File: src/rtl/minmax_tracker_pkg.sv
// minmax_tracker_pkg: shared state encoding, defaults and comparator flag type
package minmax_tracker_pkg;
   localparam int N_SAMPLES_DEF = 8;
   localparam int CNT_W_DEF = 4;
   localparam int DATA_W = 4;
   typedef enum logic [1:0] {
      ST_IDLE  = 2'd0,
      ST_FIRST = 2'd1,
      ST_RUN   = 2'd2,
      ST_DONE  = 2'd3
   } state_t;
   typedef struct packed {
      logic eq;
      logic gt;
      logic lt;
   } cmp_t;
endpackage

File: src/rtl/minmax_tracker_cmp.sv
// minmax_tracker_cmp: 4-bit unsigned magnitude comparator (a vs b)
module minmax_tracker_cmp
   import minmax_tracker_pkg::*;
(
   input  logic [DATA_W-1:0] a,
   input  logic [DATA_W-1:0] b,
   output cmp_t              f
);
   assign f = '{eq: a == b, gt: a > b, lt: a < b};
endmodule

File: src/rtl/minmax_tracker.sv
// minmax_tracker: per-frame running max/min with first-occurrence indices and max count
module minmax_tracker
   import minmax_tracker_pkg::*;
#(
   parameter int N_SAMPLES = N_SAMPLES_DEF,
   parameter int CNT_W     = CNT_W_DEF
) (
   input  logic              clk,
   input  logic              rst,
   input  logic              start,
   input  logic              in_valid,
   input  logic [DATA_W-1:0] in_data,
   output logic              in_ready,
   output logic [DATA_W-1:0] max_out,
   output logic [DATA_W-1:0] min_out,
   output logic [CNT_W-1:0]  max_idx,
   output logic [CNT_W-1:0]  min_idx,
   output logic [CNT_W-1:0]  max_cnt,
   output logic [CNT_W-1:0]  count,
   output logic              busy,
   output logic              done
);
   state_t state, state_nx;
   cmp_t max_f, min_f;
   logic accept, clear, cmp_unused;

   minmax_tracker_cmp u_cmp_max (.a(in_data), .b(max_out), .f(max_f));
   minmax_tracker_cmp u_cmp_min (.a(in_data), .b(min_out), .f(min_f));

   assign busy = (state == ST_FIRST) || (state == ST_RUN);
   assign in_ready = busy;
   assign done = state == ST_DONE;
   assign accept = in_valid && in_ready;
   assign clear = start && ((state == ST_IDLE) || (state == ST_DONE));
   assign cmp_unused = max_f.lt | min_f.gt | min_f.eq;

   always_ff @(posedge clk or posedge rst)
      if (rst) state <= ST_IDLE;
      else state <= state_nx;

   always_comb begin
      state_nx = state;
      case (state)
         ST_IDLE:  if (start) state_nx = ST_FIRST;
         ST_FIRST: if (accept) state_nx = (N_SAMPLES == 1) ? ST_DONE : ST_RUN;
         ST_RUN:   if (accept && count == CNT_W'(N_SAMPLES - 1)) state_nx = ST_DONE;
         default:  state_nx = start ? ST_FIRST : ST_IDLE;
      endcase
   end

   // max/min values survive the frame-start clear so results hold until the first new sample
   always_ff @(posedge clk or posedge rst)
      if (rst) begin
         max_out <= '0;
         min_out <= '0;
         max_idx <= '0;
         min_idx <= '0;
         max_cnt <= '0;
         count   <= '0;
      end else if (clear) begin
         max_idx <= '0;
         min_idx <= '0;
         max_cnt <= '0;
         count   <= '0;
      end else if (accept && state == ST_FIRST) begin
         max_out <= in_data;
         min_out <= in_data;
         max_idx <= '0;
         min_idx <= '0;
         max_cnt <= CNT_W'(1);
         count   <= CNT_W'(1);
      end else if (accept) begin
         count <= count + CNT_W'(1);
         if (max_f.gt) begin
            max_out <= in_data;
            max_idx <= count;
            max_cnt <= CNT_W'(1);
         end else if (max_f.eq) max_cnt <= max_cnt + CNT_W'(1);
         if (min_f.lt) begin
            min_out <= in_data;
            min_idx <= count;
         end
      end
endmodule

File: config.mk
export PLATFORM = sky130hd
export DESIGN_NAME = minmax_tracker
export DESIGN_NICKNAME = d
export VERILOG_FILES = /design/src/rtl/minmax_tracker_pkg.sv /design/src/rtl/minmax_tracker_cmp.sv /design/src/rtl/minmax_tracker.sv
export SDC_FILE = /design/constraint.sdc
export NUM_CORES = 1
export LEC_CHECK = 0
export CELL_PAD_IN_SITES_DETAIL_PLACEMENT = 0
export CELL_PAD_IN_SITES_GLOBAL_PLACEMENT = 1
export CORE_MARGIN = 3
export CORE_UTILIZATION = 41
export DETAILED_ROUTE_END_ITERATION = 12
export HOLD_SLACK_MARGIN = 0.02
export PLACE_DENSITY_LB_ADDON = 0.12
export SYNTH_ARGS = -nofsm -noshare
export SYNTH_HDL_FRONTEND = slang
export SYNTH_SLANG_ARGS = --single-unit
File: constraint.sdc
create_clock -name clk -period 6.4 [get_ports clk]
set_clock_uncertainty 0.15 [all_clocks]
set_input_delay 0.64 -clock clk [delete_from_list [all_inputs] [get_ports clk]]
set_output_delay 0.64 -clock clk [all_outputs]
set_load 0.02 [all_outputs]
### Yosys cells after proc, flatten, opt, wreduce, memory -nomap -nowiden

Cells that the tools add are included.

| cells by class | value |
|---|---|
| magnitude comparators | 2 |
| add/sub/neg operators | 2 |
| reductions and logical operators | 20 |
| bitwise gates (word level) | 1 |
| eq/ne operators | 8 |
| muxes and demuxes | 27 |

Operator list:

| kind | count |
|---|---|
| $mux W4 | 22 |
| $reduce_and A3 Y1 | 3 |
| $reduce_bool A3 Y1 | 3 |
| $add A4 B1 Y4 const B | 2 |
| $mux W2 | 3 |
| $pmux W2 S3 | 1 |
| $reduce_and A2 Y1 | 3 |
| $reduce_bool A2 Y1 | 3 |
| $eq A2 B2 Y1 const B | 2 |
| $eq A4 B3 Y1 const B | 1 |
| $eq A4 B4 Y1 | 1 |
| $gt A4 B4 Y1 | 1 |
| $logic_and A1 B1 Y1 | 4 |
| $lt A4 B4 Y1 | 1 |
| $ne A2 B2 Y1 const B | 2 |
| $reduce_bool A4 Y1 | 1 |
| $eq A2 B1 Y1 const B | 1 |
| $logic_not A2 Y1 | 1 |
| $logic_or A1 B1 Y1 | 2 |
| $ne A2 B1 Y1 const B | 1 |
| $mux W1 | 1 |
| $not A1 Y1 | 1 |

| word-level totals | value |
|---|---|
| register bits | 26 |
| output and inout bits | 27 |
| bits of input ports | 8 |
| logic and storage cells | 67 |

### Depth between registers and ports, before layout

Gate-level depths: netlist of run 1.

| depth | value |
|---|---|
| word-level depth | 6 |
| mapped depth | 7 |
| gate-level depth less buffers | 6 |

### Hierarchy

A second synthesis of run 1 with hierarchy kept.

| unflattened totals | value |
|---|---|
| cell total of the unflattened synthesis | 160 |
| area total of the unflattened synthesis | 1604.0 um^2 |

Modules (own cells, without submodules):

| module | area each (um^2) | sequential area each (um^2) | cells an instance | instances |
|---|---|---|---|---|
| minmax_tracker | 1346.3 | 650.6 | 128 | 1 |
| minmax_tracker_cmp | 128.9 | 0.0 | 16 | 2 |

### Worst setup path before layout of run 1

OpenSTA, ideal clock, no wires.

| path | value |
|---|---|
| path type | reg2reg |
| start | register state[0] |
| end | register state[0] |
| data arrival time | 1.938 ns |
| required time | 6.123 ns |
| library setup time | 0.127 ns |
| path slack | 4.185 ns |
| clock period less this slack | 2.215 ns |
| buffers on the path | 1 |
| cell stages (with the launch flop) | 8 |
| path through | dfrtp_1 inv_1 ha_1 and2_1 buf_6 nand4_1 a221o_1 mux2_1 |

| on the way | value |
|---|---|
| cells in the longest elaborated chain, start to end | 6 |
| elaborated cells between the ends (all ways) | 11 |
| those cells by class | 5 x eq/ne; 1 x mux; 5 x reduce/logical |

RTL lines:

| item | line | source |
|---|---|---|
| start, declared | minmax_tracker.sv:23 | `state_t state, state_nx;` |
| start signal, assigned | minmax_tracker.sv:39 | `else state <= state_nx;` |
| $eq A2 B1 Y1 / $eq A2 B2 Y1 (equally long branches) | minmax_tracker.sv:30 | `assign busy = (state == ST_FIRST) \|\| (state == ST_RUN);` |
| $logic_or A1 B1 Y1 (*) | minmax_tracker.sv:30 |  |
| net busy | minmax_tracker.sv:20 | `output logic busy,` |
| $logic_and A1 B1 Y1 (*) | minmax_tracker.sv:33 | `assign accept = in_valid && in_ready;` |
| $logic_and A1 B1 Y1 | minmax_tracker.sv:46 | `ST_RUN: if (accept && count == CNT_W'(N_SAMPLES - 1)) state_nx = ST_DONE;` |
| $ne A2 B1 Y1 (no source line) | - |  |
| $reduce_and A3 Y1 (no source line) (*) | - |  |

The timed path passes the listed nets; every way through them passes the cells marked *.
A chain may end at the register's enable or synchronous reset.

### Final worst setup path of run 1

| path | value |
|---|---|
| start | register state[0] |
| end | output busy |

| on the way | value |
|---|---|
| cells in the longest elaborated chain, start to end | 2 |
| elaborated cells between the ends (all ways) | 3 |
| those cells by class | 2 x eq/ne; 1 x reduce/logical |

RTL lines:

| item | line |
|---|---|
| $eq A2 B1 Y1 / $eq A2 B2 Y1 (equally long branches) | minmax_tracker.sv:30 |
| $logic_or A1 B1 Y1 (*) | minmax_tracker.sv:30 |
| end, declared | minmax_tracker.sv:20 |

Mark *: on every way between the ends. The rest lies on a longest branch, timed or not.

==> results of run 1 <==
==> metal layers <==
metal,GRT usage,wire (µm),vias to the layer above
met5,0,0,-
met4,0.04623,43,0
met3,0.04376,199,4
met2,0.3024,1877,36
met1,0.2417,1747,715
li1,-,-,689
==> critical path: stages, from the launching register on <==
cell and delay, ns:
dfrtp_1 0.41, inv_1 0.08, ha_1 0.45, clkdlybuf4s50_1 0.66
==> stage by stage <==
| step | instance area [µm²] | setup WS (ns) |
|---|---|---|
| after floorplan | 1619 | 4.185 |
| after global placement | 1983 | 3.497 |
| after detailed placement | 1983 | 3.531 |
| after CTS | 2038 | 3.704 |
| after global routing | 2038 | 3.607 |
| final | 2038 | 3.731 |
==> flip-flops by register name, summed over array words and instances, names as in the netlist <==
signal / cells
max_cnt: 4
min_idx: 4
max_out: 4
min_out: 4
max_idx: 4
count: 4
state: 2
==> path summary, 6_finish.rpt <==
kind                            startpoint         end  slack (ns)  cells past startpoint
worst min-delay path            max_idx[3]  max_idx[3]        0.39                      2
worst min register to register  max_idx[3]  max_idx[3]        0.39                      2
min in group asynchronous              rst  min_out[0]        0.75                      2
worst max-delay path              state[0]        busy        3.73                      3
worst max register to register    state[0]    count[3]        3.98                      6
max in group asynchronous              rst  max_cnt[0]        4.75                      2
==> layout make-up <==
class                           instances  area, µm²  area share
Multi-Input combinational cell        129      883.3      0.4334
Timing Repair Buffer                   34      340.3      0.1670
Tap cell                               48      60.06     0.02947
Inverter                               13      48.80     0.02394
Sequential cell                        26      650.6      0.3192
Clock buffer                            4      55.05     0.02701
==> layout by cell type, fill, tap and decap left out <==
cell type / netlist / routed
a21boi_0: 1 / 1
a21o_1: 1 / 1
a21oi_1: 4 / 4
a221o_1: 1 / 1
a22oi_1: 1 / 1
a31o_2: 1 / 1
a31oi_1: 10 / 10
and2_1: 2 / 2
and2_2: 1 / 1
and2b_1: 1 / 1
and2b_2: 1 / 1
and3b_2: 1 / 1
and4_1: 1 / 1
clkbuf_8: 0 / 4
clkdlybuf4s50_1: 0 / 34
dfrtp_1: 26 / 26
ha_1: 13 / 13
inv_1: 13 / 13
mux2_1: 2 / 2
mux2_2: 4 / 4
mux2i_1: 5 / 5
nand2_1: 26 / 26
nand2b_1: 3 / 3
nand3_1: 13 / 13
nand4_1: 2 / 2
nor2_1: 7 / 7
nor2b_1: 4 / 4
nor3_1: 2 / 2
o211ai_1: 8 / 8
o21a_1: 1 / 1
o21ai_0: 5 / 5
o221a_2: 1 / 1
o22ai_1: 1 / 1
o311a_1: 1 / 1
o31a_2: 1 / 1
o31ai_2: 1 / 1
or4_1: 1 / 1
or4b_1: 1 / 1
xor2_1: 1 / 1
==> report_power, final <==
part           switching (W)  internal (W)  total [W]  leakage (nW)
sequential         0.0000544      0.000218   0.000273         0.338
clock              0.0000536     0.0000551   0.000109        0.0288
combinational       0.000331      0.000257   0.000588         0.502
total               0.000439      0.000530   0.000969         0.869
==> logic make-up (layout without fill, tap and decap cells) <==
group	Yosys count	in the layout	share of synthesized area
simple gates	66	66	0.2025
compound gates	38	38	0.1646
flops	26	26	0.4019
buf+inv	19	51	0.05256
fa+ha+maj	13	13	0.1005
mux	11	11	0.07264
xor+xnor	1	1	0.005411
==> flow_summary.json, run 1 <==
{
  "cts_resized": 0,
  "first_pass_iters": 4,
  "vias_per_cell": 5.685,
  "gp_congestion": 0.8666,
  "vias": 1444,
  "port_buffers": 34,
  "final_core_util": 0.5445,
  "ctsHoldBuffers": 0,
  "cp-end-kind": "output port",
  "synth_area_leaders": "dfrtp_1 40%, ha_1 10%, nand2_1 6.0%, nand3_1 4.0%, a31oi_1 3.9%",
  "cts_setup_buffers": 0,
  "p_per_area_nw_per_um2": 475.6,
  "syn_to_final_growth_pct": 25.89,
  "synth_cells": 174,
  "drt-total-wl_um": 3868,
  "cellLeakagePower_nw": 0.8693,
  "fin_setup_tns_ns": 0,
  "grt_max_degree": 27,
  "holdCritPathClass": "flop to flop",
  "max_freq_mhz": 374.7,
  "cts_tree": "yes",
  "synth_common_cells": "26 x dfrtp_1, 26 x nand2_1, 13 x ha_1, 13 x inv_1, 13 x nand3_1",
  "worstMarginPinSlew_ns": 1.001,
  "wl_per_cell_um": 15.23,
  "synth_top_area_frac": 0.4019,
  "antenna_found_initial": 0,
  "overflow": 0,
  "cap_violations": 0,
  "drive_above_1_share": 0.07282,
  "timing.hold.ws_ns": 0.3907,
  "critPathMaxFanout": 10,
  "pin_count": 35,
  "power_w": 0.0009694,
  "hold_viol_final": 0,
  "slew_violations": 0,
  "finalCritPeriodShare": 0.4170,
  "initial_utilization": 0.4325,
  "die_w_um": 68.84,
  "cts_made_buffers": 3,
  "drcViolationCount": 0,
  "antenna_cells": 0,
  "synth-seq-cells": 26,
  "ir_drop_mv": 0.1930,
  "min_period_ns": 2.669,
  "synth_ff_type": "dfrtp_1",
  "num-fill-cells": 348,
  "dp_hpwl_um": 2921,
  "worst-setup-path-type": "flop to output port",
  "yosysWarningCount": 0,
  "path_clk_slew_ns": 0.09,
  "drtIter0Drc": 88,
  "core_um2": 3744,
  "rsz0062_at_grt": "no",
  "cts.sinks": 26,
  "die_h_um": 68.84,
  "syn-cell-area_um2": 1619,
  "grt_pass1_vias": 1443,
  "avgSynthCellArea_um2": 9.305,
  "dp.cells": 250,
  "required_ns": 5.61,
  "clkLatencyLatePin_ns": 0.27,
  "root_buffer": "clkbuf_8",
  "synth_top_area_cell": "dfrtp_1",
  "synth_nets": 195,
  "finalSetupViolCount": 0,
  "synthArstFlopShare": 1.000,
  "ys_seq_area_frac": 0.4019,
  "grt_pass1_wl_um": 6541,
  "gr-usage-all-layers": 0.1835,
  "synth_enable_flop_cells": 0,
  "synth_cell_types": 41,
  "cp-start-kind": "flop",
  "layout.nets": 228,
  "cp.arrival_ns": 1.88,
  "fin_cells": 254,
  "max-slew-margin-rel": 0.3316,
  "cts_buffer_depth": 2,
  "dieArea_um2": 4739,
  "drtAntennaViolNets": 0,
  "rows": 22,
  "htree_num_levels": 1,
  "status": "completed"
}
(Power assumes the default switching activity.)
==> run 2, diff against run 1 <==
CORE_UTILIZATION = 34   (was 41)
clock period = 2.39 ns   (was 6.4 ns; I/O delays follow)
==> run 2 against run 1 <==
Critical path type is now flop to flop; global-route usage fell by 2.6 points; via count rose by 0.97%; count of clock-buffer cells in the layout fell by 1; highest routed layer unchanged; register-to-register slack got worse by 3.8 ns; cell count rose by 7.5%; design area rose by 6.9%; non-clock buffer count rose by 15; hold slack got worse by 0.22 ns; critical path depth rose by 4; combinational power rose to 3.0 times the previous value.
==> flow_summary.json, run 2 (synthesized netlist as in run 1, its figures left out) <==
{
  "clockPowerShare": 0.132,
  "drtAntennaViolNets": 0,
  "grt_pass1_wl_um": 6893,
  "min_period_ns": 2.235,
  "grt_max_degree": 27,
  "cap_violations": 0,
  "core_um2": 4474,
  "cp.arrival_ns": 2.26,
  "p_sw_w": 0.001230,
  "drt-total-wl_um": 4242,
  "htree_num_levels": 1,
  "path_clk_slew_ns": 0.10,
  "syn_to_final_growth_pct": 34.62,
  "slew_violations": 0,
  "holdCritPathClass": "input port to asynchronous set/reset pin",
  "die_h_um": 75.01,
  "final_common_cell": "clkdlybuf4s50_1",
  "required_ns": 2.41,
  "rr_startpoint": "state[1]",
  "cp-start-kind": "flop",
  "rows": 24,
  "ir_drop_mv": 0.5230,
  "seqPwrFrac": 0.249,
  "overflow": 0,
  "vias_per_cell": 5.341,
  "worst-setup-path-type": "flop to flop",
  "layout_common_cells": "32 x clkdlybuf4s50_1, 26 x nand2_1, 26 x dfrtp_1, 15 x buf_4",
  "internal-power_w": 0.001617,
  "status": "completed",
  "p_per_area_nw_per_um2": 1306,
  "cellLeakagePower_nw": 0.9661,
  "comb_power_share": 0.619,
  "finalSetupViolCount": 0,
  "hold_viol_final": 0,
  "worstMarginPinSlew_ns": 0.4136,
  "vias": 1458,
  "cts.sinks": 26,
  "dp_hpwl_um": 3198,
  "port_buffers": 34,
  "drive_above_1_share": 0.1403,
  "reg2regPathDepth": 7,
  "layout.nets": 243,
  "cts_tree": "yes",
  "fin_cells": 273,
  "cts_made_buffers": 3,
  "pin_count": 35,
  "fin_setup_tns_ns": 0,
  "cp-end-kind": "flop",
  "timing.hold.ws_ns": 0.1755,
  "crit_start": "state[1]",
  "root_buffer": "clkbuf_8",
  "grt_pass1_vias": 1402,
  "antenna_found_initial": 0,
  "cts_setup_buffers": 0,
  "wl_per_cell_um": 15.54,
  "dp.cells": 269,
  "rsz0062_at_grt": "no",
  "max_freq_mhz": 447.5,
  "critPathMaxFanout": 7,
  "clkLatencyLatePin_ns": 0.27,
  "drtIter0Drc": 90,
  "finalCritPeriodShare": 0.9350,
  "cts_buffer_depth": 2,
  "switching_share": 0.4320,
  "gp_congestion": 0.8488,
  "dieArea_um2": 5626,
  "max-slew-margin-rel": 0.7243,
  "initial_utilization": 0.3619,
  "drcViolationCount": 0,
  "first_pass_iters": 4,
  "die_w_um": 75.01,
  "gr-usage-all-layers": 0.1573,
  "antenna_cells": 0
}
run 2: critical path, stage by stage, from the launching register on:
cell,delay [ns]
dfrtp_1,0.42
inv_1,0.08
ha_2,0.40
and2b_1,0.23
nor2_1,0.31
o31ai_2,0.11
buf_4,0.16
mux2_2,0.26
run 2: path summary, 6_finish.rpt:
kind                               to  slack, ns
max reg2reg                max_out[0]       0.16
min in group clk           max_idx[3]       0.39
min reg2reg                max_idx[3]       0.39
max in group asynchronous    count[2]       1.65
min                        max_cnt[2]       0.18
max                        max_out[0]       0.16
run 2: repair_timing:
action / CTS / global route
resized for setup: 0 / 3
hold buffers: 0 / 0
endpoints found under the setup margin: 0 / 6
run 2: through the flow:
| stage | instance area, µm² | setup WS [ns] | power, W | utilization |
|---|---|---|---|---|
| after floorplan | 1619 | 0.1745 | 0.001797 | - |
| after global placement | 2101 | 0.1306 | 0.002437 | 0.4695 |
| after detailed placement | 2101 | 0.08484 | 0.002476 | 0.4695 |
| after CTS | 2172 | 0.03677 | 0.002864 | 0.4855 |
| after global routing | 2180 | 0.01114 | 0.003068 | 0.4871 |
| final | 2180 | 0.1553 | 0.002848 | 0.4871 |
run 2: power by group through the flow:
| stage | sequential, W | clock, W | combinational (W) |
|---|---|---|---|
| CTS | 0.000709 | 0.000385 | 0.00177 |
| floorplan | 0.000853 | 0 | 0.000944 |
| finish | 0.000709 | 0.000376 | 0.00176 |
| detailed placement | 0.000720 | 0 | 0.00176 |
| global route | 0.000732 | 0.000400 | 0.00194 |
| global placement | 0.000709 | 0 | 0.00173 |
run 2: cell type report:
type | count | area (µm²)
Timing Repair Buffer | 49 | 457.9
Clock inverter | 1 | 30.03
Tap cell | 52 | 65.06
Sequential cell | 26 | 650.6
Multi-Input combinational cell | 129 | 885.9
Fill cell | 418 | 2295
Clock buffer | 3 | 41.29
Inverter | 13 | 48.80
run 2: per-layer routing:
layer / GRT usage / vias up / wire length [µm] / part of all wire
li1: - / 717 / - / -
met1: 0.2183 / 686 / 1986 / 0.47
met2: 0.2544 / 49 / 2016 / 0.48
met3: 0.03471 / 6 / 197 / 0.046
met4: 0.02767 / 0 / 42 / 0.0099
met5: 0 / - / 0 / 0
==> run 3, diff against run 2 <==
--- a/config.mk
+++ b/config.mk
@@ -9,3 +9,3 @@
 export CELL_PAD_IN_SITES_GLOBAL_PLACEMENT = 1
-export CORE_MARGIN = 3
+export CORE_MARGIN = 1
 export CORE_UTILIZATION = 34
--- a/constraint.sdc
+++ b/constraint.sdc
@@ -4,2 +4,2 @@
 set_output_delay 0.239 -clock clk [all_outputs]
-set_load 0.02 [all_outputs]
+set_load 0.005 [all_outputs]
==> run 3 against run 2 <==
The run now ends with design-rule violations left; clock power decreased by 1%; routed wire length shrank 0.28%; first-iteration DRC count shrank 19%; via count increased by 2.3%; register-to-register slack worse by 0.03 ns; sequential share of layout area is 0.21 points higher; largest cell class unchanged.
==> flow_summary.json, run 3 (synthesized netlist as in run 1, its figures left out) <==
{
  "grt_pass1_vias": 1442,
  "seqPwrFrac": 0.276,
  "finalSetupViolCount": 0,
  "fin_setup_tns_ns": 0,
  "critPathBufInv": 1,
  "rsz0062_at_grt": "yes",
  "fin_area_um2": 2165,
  "grt_max_degree": 27,
  "required_ns": 2.40,
  "vias_per_cell": 5.522,
  "min_period_ns": 2.260,
  "critPathMaxFanout": 7,
  "cts_buffer_depth": 2,
  "path_clk_slew_ns": 0.10,
  "setup_slack_ns": 0.1297,
  "holdCritPathClass": "input port to asynchronous set/reset pin",
  "max_freq_mhz": 442.4,
  "place_ws_ns": 0.008574,
  "slew_violations": 0,
  "vias": 1491,
  "hold_viol_final": 0,
  "ir_drop_mv": 0.3574,
  "p_sw_w": 0.001045,
  "fin_cells": 270,
  "drt-total-wl_um": 4230,
  "layout_common_cells": "34 x clkdlybuf4s50_1, 26 x nand2_1, 26 x dfrtp_1",
  "initial_utilization": 0.3619,
  "cts_tree": "yes",
  "wl_per_cell_um": 15.67,
  "drtAntennaViolNets": 0,
  "ctsHoldBuffers": 0,
  "slowest_delay_ns": 0.41,
  "cellLeakagePower_nw": 0.9393,
  "root_buffer": "clkbuf_8",
  "final_core_util": 0.4838,
  "drtIter0Drc": 73,
  "cp_slowest_cell": "dfrtp_1",
  "die_h_um": 71.01,
  "cp.arrival_ns": 2.27,
  "clockPowerShare": 0.141,
  "clkLatencyLatePin_ns": 0.27,
  "num-fill-cells": 442,
  "p_per_area_nw_per_um2": 1218,
  "crit_family": "simple AND/OR/NAND/NOR gates",
  "dpl-instance-area_um2": 2078,
  "dp.cells": 266,
  "path_cells": "inv_1 -> ha_1 -> and2b_1 -> nor2_1 -> o31ai_4 -> mux2_2",
  "grt_pass1_wl_um": 7010,
  "internal-power_w": 0.001591,
  "cp-end-kind": "flop",
  "cts_made_buffers": 3,
  "worstMarginPinSlew_ns": 0.5013,
  "htree_num_levels": 1,
  "drive_above_1_share": 0.1284,
  "status": "finished with violations",
  "comb_power_share": 0.583,
  "drcViolationCount": 4,
  "overflow": 0,
  "violations": "design-rule violations",
  "syn_to_final_growth_pct": 33.69,
  "first_pass_iters": 8,
  "layout.nets": 240,
  "cap_violations": 0,
  "pin_count": 35,
  "switching_share": 0.3964,
  "die_w_um": 71.01,
  "port_buffers": 34,
  "finalCritPeriodShare": 0.9457,
  "max-slew-margin-rel": 0.6645,
  "gp_congestion": 0.8695,
  "final_common_cell": "clkdlybuf4s50_1",
  "worst-setup-path-type": "flop to flop",
  "antenna_cells": 0,
  "dp_hpwl_um": 3171,
  "gr-usage-all-layers": 0.1757,
  "rows": 24,
  "cp-start-kind": "flop",
  "core_um2": 4474,
  "antenna_found_initial": 0,
  "dieArea_um2": 5042,
  "cts.sinks": 26
}
==> run 3: cell count changes in the layout (fill, tap and decap cells not counted), sizes merged <==
cell | previous run | this run
buf | 15 | 12
clkdlybuf4s50 | 32 | 34
dlymetal6s2s | 2 | 0
==> run 3: worst paths after layout <==
kind / start / endpoint / slack [ns] / cells past startpoint
min: rst / state[0] / 0.17 / 3
min in group clk: max_idx[1] / max_idx[1] / 0.38 / 2
max in group asynchronous: rst / min_out[3] / 1.65 / 3
min reg2reg: max_idx[1] / max_idx[1] / 0.38 / 2
max: state[0] / max_out[3] / 0.13 / 6
max reg2reg: state[0] / max_out[3] / 0.13 / 6
==> run 3: power by group through the flow <==
stage               logic (W)  registers [W]  clock network [W]
finish                0.00154       0.000728           0.000372
global placement      0.00147       0.000725                  0
global route          0.00170       0.000751           0.000403
detailed placement    0.00151       0.000738                  0
floorplan            0.000890       0.000715                  0
CTS                   0.00152       0.000729           0.000385
==> run 3: metal layers <==
metal	track usage	vias up	wire (µm)
li1	-	710	-
met1	0.2411	742	1994
met2	0.2906	37	2058
met3	0.02564	2	157
met4	0.04667	0	19
met5	0	-	0
==> run 3: area by class of cell <==
| class | instances | area, µm² | area share |
|---|---|---|---|
| Sequential cell | 26 | 650.6 | 0.3006 |
| Clock inverter | 1 | 30.03 | 0.01387 |
| Inverter | 13 | 48.80 | 0.02254 |
| Multi-Input combinational cell | 129 | 898.4 | 0.4150 |
| Timing Repair Buffer | 46 | 430.4 | 0.1988 |
| Clock buffer | 3 | 41.29 | 0.01908 |
| Tap cell | 52 | 65.06 | 0.03006 |
==> run 3: worst register-to-register path, stage by stage (launching register included) <==
cell	delay (ns)
dfrtp_1	0.41
inv_1	0.09
ha_1	0.39
and2b_1	0.30
nor2_1	0.15
o31ai_4	0.29
mux2_2	0.38
==> run 3: what timing repair did <==
action,in CTS,in global routing
setup endpoints to repair,0,4
resized for setup,0,2
buffers inserted,0,0
==> run 3: through the flow <==
step | power (W) | hold slack (ns)
after floorplan | 0.001605 | 0.1290
after global placement | 0.002198 | 0.3623
after detailed placement | 0.002249 | 0.3725
after CTS | 0.002632 | 0.1830
after global routing | 0.002856 | 0.2216
final | 0.002636 | 0.1744
